### src/rtl/mem_access_unit.sv
// mem_access_unit
//   Load/store stage behind the ALU. It accepts one memory operation at a time
//   from the single-cycle core and stalls the core while the operation is in
//   flight. It talks to a variable-latency data RAM over a mem_req/mem_ack
//   handshake and returns the aligned, sign- or zero-extended load value.
//   Misaligned accesses, the illegal size code and a bus timeout are reported
//   through rsp_err.
//
// Parameters
//   TIMEOUT  maximum number of cycles mem_req stays high without an ack
//            (0 disables the timeout)
//   CNT_W    width of the timeout counter; must be able to hold TIMEOUT
//
// Ports
//   clk, rstn                  clock and synchronous active-low reset
//   req_valid/req_ready        core request handshake (ready only in IDLE)
//   req_we, req_size,          operation: store flag, size (00 byte,
//   req_unsigned               01 half, 10 word), zero-extend flag
//   req_addr, req_wdata        effective address and store data (rt)
//   rsp_valid, rsp_rdata,      one-cycle completion pulse, extended load
//   rsp_err                    data, error flag
//   stall                      req_valid & ~rsp_valid, freezes the PC
//   mem_req, mem_we, mem_addr, RAM request, word address, byte enables and
//   mem_be, mem_wdata          lane-replicated write data
//   mem_ack, mem_rdata         RAM completion and read word
module mem_access_unit #(
  parameter int TIMEOUT = 16,
  parameter int CNT_W   = 5
) (
  input  logic        clk,
  input  logic        rstn,
  input  logic        req_valid,
  output logic        req_ready,
  input  logic        req_we,
  input  logic [1:0]  req_size,
  input  logic        req_unsigned,
  input  logic [31:0] req_addr,
  input  logic [31:0] req_wdata,
  output logic        rsp_valid,
  output logic [31:0] rsp_rdata,
  output logic        rsp_err,
  output logic        stall,
  output logic        mem_req,
  output logic        mem_we,
  output logic [31:0] mem_addr,
  output logic [3:0]  mem_be,
  output logic [31:0] mem_wdata,
  input  logic        mem_ack,
  input  logic [31:0] mem_rdata
);

  typedef enum logic [1:0] {IDLE, WAIT_ACK, RESP} state_t;

  state_t           state;
  logic [CNT_W-1:0] cnt;
  logic             lat_we;
  logic             lat_unsigned;
  logic [1:0]       lat_size;
  logic [1:0]       lat_off;
  logic             bad_req;
  logic             timeout_hit;

  function automatic logic [3:0] calc_be(input logic [1:0] size, input logic [1:0] off);
    case (size)
      2'b00:   calc_be = 4'b0001 << off;
      2'b01:   calc_be = off[1] ? 4'b1100 : 4'b0011;
      default: calc_be = 4'b1111;
    endcase
  endfunction

  function automatic logic [31:0] calc_wdata(input logic [1:0] size, input logic [31:0] wd);
    case (size)
      2'b00:   calc_wdata = {4{wd[7:0]}};
      2'b01:   calc_wdata = {2{wd[15:0]}};
      default: calc_wdata = wd;
    endcase
  endfunction

  // Bring the addressed lane down to bit 0, then extend to 32 bits.
  function automatic logic [31:0] load_extract(input logic [31:0] word, input logic [1:0] off,
                                               input logic [1:0] size, input logic uns);
    logic [31:0]        sh;
    logic signed [7:0]  b8;
    logic signed [15:0] h16;
    sh  = word >> {off, 3'b000};
    b8  = sh[7:0];
    h16 = sh[15:0];
    case (size)
      2'b00:   load_extract = uns ? {24'd0, sh[7:0]}  : 32'(b8);
      2'b01:   load_extract = uns ? {16'd0, sh[15:0]} : 32'(h16);
      default: load_extract = sh;
    endcase
  endfunction

  assign bad_req = (req_size == 2'b11) ||
                   ((req_size == 2'b01) && req_addr[0]) ||
                   ((req_size == 2'b10) && (req_addr[1:0] != 2'b00));

  assign timeout_hit = (TIMEOUT != 0) && (cnt == CNT_W'(TIMEOUT - 1));

  assign stall = req_valid & ~rsp_valid;

  always_ff @(posedge clk) begin
    if (!rstn) begin
      state        <= IDLE;
      cnt          <= '0;
      lat_we       <= 1'b0;
      lat_unsigned <= 1'b0;
      lat_size     <= 2'b00;
      lat_off      <= 2'b00;
      req_ready    <= 1'b1;
      rsp_valid    <= 1'b0;
      rsp_rdata    <= '0;
      rsp_err      <= 1'b0;
      mem_req      <= 1'b0;
      mem_we       <= 1'b0;
      mem_addr     <= '0;
      mem_be       <= '0;
      mem_wdata    <= '0;
    end else begin
      case (state)
        IDLE: begin
          if (req_valid && req_ready) begin
            lat_we       <= req_we;
            lat_unsigned <= req_unsigned;
            lat_size     <= req_size;
            lat_off      <= req_addr[1:0];
            req_ready    <= 1'b0;
            if (bad_req) begin
              // Rejected before the RAM ever sees it.
              state     <= RESP;
              rsp_valid <= 1'b1;
              rsp_err   <= 1'b1;
              rsp_rdata <= '0;
            end else begin
              state     <= WAIT_ACK;
              cnt       <= '0;
              mem_req   <= 1'b1;
              mem_we    <= req_we;
              mem_addr  <= {req_addr[31:2], 2'b00};
              mem_be    <= calc_be(req_size, req_addr[1:0]);
              mem_wdata <= calc_wdata(req_size, req_wdata);
            end
          end
        end
        WAIT_ACK: begin
          if (mem_ack) begin
            state     <= RESP;
            cnt       <= '0;
            mem_req   <= 1'b0;
            mem_we    <= 1'b0;
            rsp_valid <= 1'b1;
            rsp_err   <= 1'b0;
            rsp_rdata <= lat_we ? 32'd0 : load_extract(mem_rdata, lat_off, lat_size, lat_unsigned);
          end else if (timeout_hit) begin
            state     <= RESP;
            cnt       <= '0;
            mem_req   <= 1'b0;
            mem_we    <= 1'b0;
            rsp_valid <= 1'b1;
            rsp_err   <= 1'b1;
            rsp_rdata <= '0;
          end else begin
            cnt <= cnt + CNT_W'(1);
          end
        end
        RESP: begin
          state     <= IDLE;
          req_ready <= 1'b1;
          rsp_valid <= 1'b0;
          rsp_err   <= 1'b0;
          rsp_rdata <= '0;
        end
        default: begin
          state     <= IDLE;
          req_ready <= 1'b1;
          rsp_valid <= 1'b0;
          mem_req   <= 1'b0;
          mem_we    <= 1'b0;
        end
      endcase
    end
  end

endmodule

### config.mk
export PLATFORM = sky130hd
export DESIGN_NAME = mem_access_unit
export DESIGN_NICKNAME = d
export VERILOG_FILES = /design/src/rtl/mem_access_unit.sv
export SDC_FILE = /design/constraint.sdc
export NUM_CORES = 1
export LEC_CHECK = 0
export ABC_AREA = 0
export BUFFER_PORTS_ARGS = -buffer_cell sky130_fd_sc_hd__buf_2
export CAP_MARGIN = 40
export CORE_MARGIN = 2
export CORE_UTILIZATION = 48
export DETAILED_ROUTE_END_ITERATION = 10
export HOLD_SLACK_MARGIN = 0.08
export PLACE_DENSITY = 0.91
export SETUP_SLACK_MARGIN = 0.05
export SKIP_CTS_REPAIR_TIMING = 1
export SLEW_MARGIN = 20
export SYNTH_ARGS = -nofsm -noshare
export SYNTH_HDL_FRONTEND = slang
export SYNTH_SLANG_ARGS = --single-unit
### constraint.sdc
create_clock -name clk -period 2.1 [get_ports clk]
set_input_delay 0.105 -clock clk [delete_from_list [all_inputs] [get_ports clk]]
set_output_delay 0.105 -clock clk [all_outputs]
set_load 0.01 [all_outputs]
# Word level (Yosys, flattened, before mapping)
# Cells that the tools add are included.
[totals]
ff_bits = 116
output_inout_bits = 106
in_bits = 104
[classes]
shifts = 2
bitwise_logic = 5
n_mux = 39
eq_ne = 11
reduce_logical = 19
add_sub_neg = 1
[ops]
columns = ["cell", "n"]
rows = [
  ["two-way mux 32 bit", 7],
  ["one-hot mux 32 bit (2 select lines)", 2],
  ["one-hot mux 32 bit (3 select lines)", 1],
  [">> shifter 32 x 5 -> 32 bit", 1],
  ["two-way mux 5 bit", 4],
  ["two-way mux 1 bit", 12],
  ["one-hot mux 5 bit (2 select lines)", 1],
  ["one-hot mux 1 bit (3 select lines)", 3],
  ["AND reduction 3 bit", 3],
  ["two-way mux 2 bit", 4],
  ["one-hot mux 4 bit (2 select lines)", 1],
  ["AND reduction 4 bit", 2],
  ["== test 2 x 1 -> 1 bit (second input constant)", 3],
  ["== test 2 bit (second input constant)", 3],
  ["logical NOT 2 bit", 3],
  ["inequality test 2 bit (second input constant)", 3],
  ["AND reduction 2 bit", 3],
  ["adder 5 x 1 -> 5 bit (second input constant)", 1],
  ["== test 5 x 4 -> 1 bit (second input constant)", 1],
  ["two-way mux 4 bit", 1],
  ["inverter 1 bit", 4],
  ["one-hot mux 1 bit (2 select lines)", 2],
  ["one-hot mux 2 bit (2 select lines)", 1],
  ["nonzero test 2 bit", 2],
  ["6 further kinds", 9],
]

# Depth between registers and ports, before layout
[logic_depth]
depth_word = 7
depth_mapped = 8
ltp_nobuf = 5

# Least setup slack after synthesis
# No wires, ideal clock.
[synth_timing]
kind = "reg-to-reg"
from = "register cnt[0]"
to = "register rsp_rdata[28]"
t_arrival_ns = 1.695
n_path_buf = 1
path_stages_with_launch = 7
synth_period_minus_slack_ns = 1.817
required_time_ns = 1.977
slack_ns = 0.283
setup_time_ns = 0.123
cell_sequence = "dfxtp_1 -> ha_1 -> nand4b_1 -> a21boi_1 -> a31oi_2 -> buf_2 -> a221o_2"
[synth_between]
elab_chain_cells = 3
[synth_rtl]
columns = ["item", "line", "rtl"]
rows = [
  ["from (decl)", "55", "logic [CNT_W-1:0] cnt;"],
  ["from (signal assigned)", "164", "cnt <= cnt + CNT_W'(1);"],
  ["== test 5 x 4 -> 1 bit", "99", "assign timeout_hit = (TIMEOUT != 0) && (cnt == CNT_W'(TIMEOUT - 1));"],
  ["inequality test 3 bit (no line)", "-", ""],
  ["AND reduction 4 bit (no line)", "-", ""],
  ["to (signal assigned)", "154", "rsp_rdata <= lat_we ? 32'd0 : load_extract(mem_rdata, lat_off, lat_size, lat_unsigned);"],
  ["to (decl)", "40", "output logic [31:0] rsp_rdata,"],
]
# No other way between the ends.
# A chain may end at the register's enable or synchronous reset.

# Worst setup path after layout
[layout_timing]
from = "register state[0]"
to = "register rsp_rdata[18]"
[layout_between]
elab_chain_cells = 3
[layout_rtl]
columns = ["item", "line", "rtl"]
rows = [
  ["from (decl)", "54", "state_t state;"],
  ["from (signal assigned)", "105", "state <= IDLE;"],
  ["from (signal assigned)", "131", "state <= RESP;"],
  ["from (signal assigned)", "136", "state <= WAIT_ACK;"],
  ["== test 2 x 1 -> 1 bit, or another cell as far along", "121", "case (state)"],
  ["inequality test 3 bit (no line), or another cell as far along", "-", ""],
  ["AND reduction 4 bit (no line)", "-", ""],
]
# Parallel ways exist; a longest one is shown, timed or not.

==> results.py <==
metrics = {
    "route": {
        "drt_pass1_iterations": 5,
        "final_antenna_net_count": 0,
        "routed-via-count": 5779,
        "dr.first_iter.drc_count": 508,
        "finalWirelength_um": 19300,
        "avgViaCountPerCell": 5.72,
        "post_drt_wl_per_cell_um": 19.1,
        "route.detailed.drc": 0,
    },
    "pwr": {
        "ir_worst_vdd_v": 0.000611,
        "p_clk_share_pct": 45.3,
        "p_comb_share_pct": 18.0,
        "total_leakage_power_nw": 3.44,
        "p_int_w": 0.00476,
        "switching_share_pct": 28.0,
        "seq_power_share_pct": 36.7,
        "power_density_mw_per_mm2": 853,
        "switching_power_w": 0.00185,
    },
    "timing": {
        "fin_crit_period_ns": 1.97,
        "tightestPinTransition_ns": 0.552,
        "final.setup_skew_ns": 0.0170,
        "worst_slew_margin_rel_pct": 63.1,
        "final-max-slew-violation-count": 0,
        "fin_setup_tns_ns": 0,
        "hold-worst-slack_ns": 0.0501,
        "final_critical_path_setup_slack_ns": 0.133,
        "timing.final.hold_violations": 0,
        "fmaxAchievable_ghz": 0.508,
        "timing.final.crit_share_pct": 93.7,
        "setup-violations-final": 0,
    },
    "synthesis": {
        "netlist.top_cell.by_area": "dfxtp_1",
        "synth-seq-area-share_pct": 46.5,
        "synthesized_area_divided_by_synthesized_cell_count_um2": 8.85,
        "number_of_synthesized_flops_with_an_enable_pin": 0,
        "synth_most_common_cell": "dfxtp_1",
        "yosys_register_bits": 116,
        "synth_area_mm2": 0.00499,
        "yosys_warnings": 0,
        "fraction_of_synthesis_flops_using_an_asynchronous_set_or_reset_pin_pct": 0,
        "syn-instance-count": 564,
        "synth_top_area_share_pct": 46.5,
        "synthTopCellsByArea": "dfxtp_1, nand2_1, mux2i_1, a21oi_1, o2bb2ai_1",
        "yosys_most_used_dff": "dfxtp_1",
        "ys_types": 53,
        "ys_top_cells_by_count": "dfxtp_1, nand2_1, a21oi_1",
    },
    "clock_tree": {
        "cts_root_buffer": "clkbuf_8",
        "tritoncts": "done",
        "cts_buffer_depth": 2,
        "cts_sinks": 116,
        "clk_pin_slew_worst_setup_hold_paths_ns": 0.07,
        "cts-buffers-inserted": 17,
        "clk-insertion-delay-late_ns": 0.52,
        "cts_h_tree_depth": 4,
    },
    "die": {
        "fp-row-count": 37,
        "chipHeight_um": 106,
        "core-area_mm2": 0.0102,
        "die_w_um": 106,
        "starting_density_of_the_core_pct": 48.8,
        "pin_count": 210,
        "die-area_mm2": 0.0112,
    },
    "min_path": {
        "hold_path.class": "in2reg",
    },
    "finish": {
        "syn_to_final_growth_pct": 55.2,
        "num-nets-final": 965,
        "drive_above_1_share_pct": 33.2,
        "finalCoreUtilization_pct": 75.7,
    },
    "place": {
        "half_perimeter_wire_length_of_the_detailed_placement_result_um": 10100,
        "final_wtd_congestion": 0.850,
        "dp_worst_setup_slack_ns": 0.274,
        "io_buffers": 207,
    },
    "critical_path": {
        "type_of_destination_of_the_critical_path": "flop",
        "crit_chain": "nand2_1 > or3_1 > nor2_1 > a221o_1",
        "cp_slowest_cell": "dfxtp_1",
        "critical_path_class": "reg2reg",
        "cp.arrival_ns": 2.42,
        "cp_data_required_time_ns": 2.55,
        "setup.worst_path.start_class": "flop",
        "timing.critical_path.slowest_cell_delay_ns": 0.51,
        "cp_max_fo": 9,
    },
    "status": {
        "status": "finished, final reports clean",
    },
    "global_route": {
        "grt_max_degree": 80,
        "first_global_vias": 4658,
        "grt_first_pass_wirelength_um": 22800,
        "grt.overflow.total": 0,
        "antenna_found_initial": 1,
        "grt_usage_pct": 25.5,
    },
    "flow_run": {
        "max-cap-violations": 0,
    },
}
-- cell families (layout without fill, tap and decap cells) --
logic type | after synthesis | after routing | synth area share, %
other | 1 | 3 | 0.0751
adders and majority gates | 1 | 1 | 0.251
DFF | 116 | 116 | 46.5
muxes | 46 | 46 | 9.68
and+or+nand+nor | 183 | 183 | 15.5
buffers and inverters | 52 | 360 | 5.26
AOI/OAI and AO/OA | 165 | 165 | 22.7
-- layer usage --
metal,wire length [um],global-route usage (%),vias to the layer above
met5,0,0,-
met4,810,8.18,0
met3,1560,7.91,94
met2,10100,45.1,406
met1,6850,29.3,2680
li1,-,-,2599
-- layout make-up --
class | instances | area (um2)
fillers | 614 | 2490
multi-input cells | 397 | 2430
flip-flops and latches | 116 | 2320
repair buffers | 322 | 2180
clock buffers | 19 | 442
clock inverters | 13 | 175
well taps | 136 | 170
inverters | 6 | 22.5
diodes | 1 | 2.50
-- critical path: cells and delay by family, from the launching register on --
family / cells / cell delay (ns)
simple gates: 3 / 1.12
flops: 1 / 0.51
compound gates: 1 / 0.28
-- worst paths after layout --
| kind | from | to | slack [ns] | cells after the start |
|---|---|---|---|---|
| min reg2reg | mem_addr[14] | mem_addr[14] | 0.45 | 2 |
| min | req_size[0] | mem_be[2] | 0.05 | 4 |
| max | state[0] | rsp_rdata[18] | 0.13 | 4 |
| max reg2reg | state[0] | rsp_rdata[18] | 0.13 | 4 |
-- cell usage in the layout (no fill, tap or decap), drive strengths merged, types with 2 or more instances in the layout --
cell	synthesis	layout
buf	26	228
clkinv	0	4
mux2i	37	37
a21boi	2	2
nor3	4	4
o2bb2ai	23	23
nor2b	3	3
nand3	3	3
clkbuf	20	19
a221o	16	16
or2	2	2
bufinv	0	3
a311oi	11	11
clkinvlp	0	4
nand2b	5	5
mux2	8	8
a211oi	10	10
dlygate4sd3	0	94
a21oi	69	69
o21ai	23	23
inv	6	8
conb	1	2
nor2	42	42
dfxtp	116	116
nor3b	2	2
nand2	115	115
-- stage by stage --
stage / total power, W / std cells / instance area, um2
6_report: 0.00661 / 1010 / 7740
3_3_place_gp: 0.00340 / 882 / 6180
4_1_cts: 0.00637 / 914 / 6800
2_1_floorplan: 0.00303 / 565 / 4990
5_1_grt: 0.00684 / 1009 / 7740
3_5_place_dp: 0.00343 / 882 / 6180
-- sequential cells by signal, summed over array words and instances (netlist names), 2 cells and up --
register   count
lat_off        2
rsp_rdata     32
mem_wdata     32
lat_size       2
state          2
mem_be         4
mem_addr      30
cnt            5
-- power by group through the flow --
stage / Combinational, W / Sequential [W] / Clock (W)
2_1_floorplan: 0.000542 / 0.00249 / 0
3_3_place_gp: 0.000952 / 0.00245 / 0
3_5_place_dp: 0.000973 / 0.00245 / 0
4_1_cts: 0.000977 / 0.00241 / 0.00299
5_1_grt: 0.00128 / 0.00243 / 0.00313
6_report: 0.00119 / 0.00242 / 0.00299
Power figures use the tool's default switching activity.
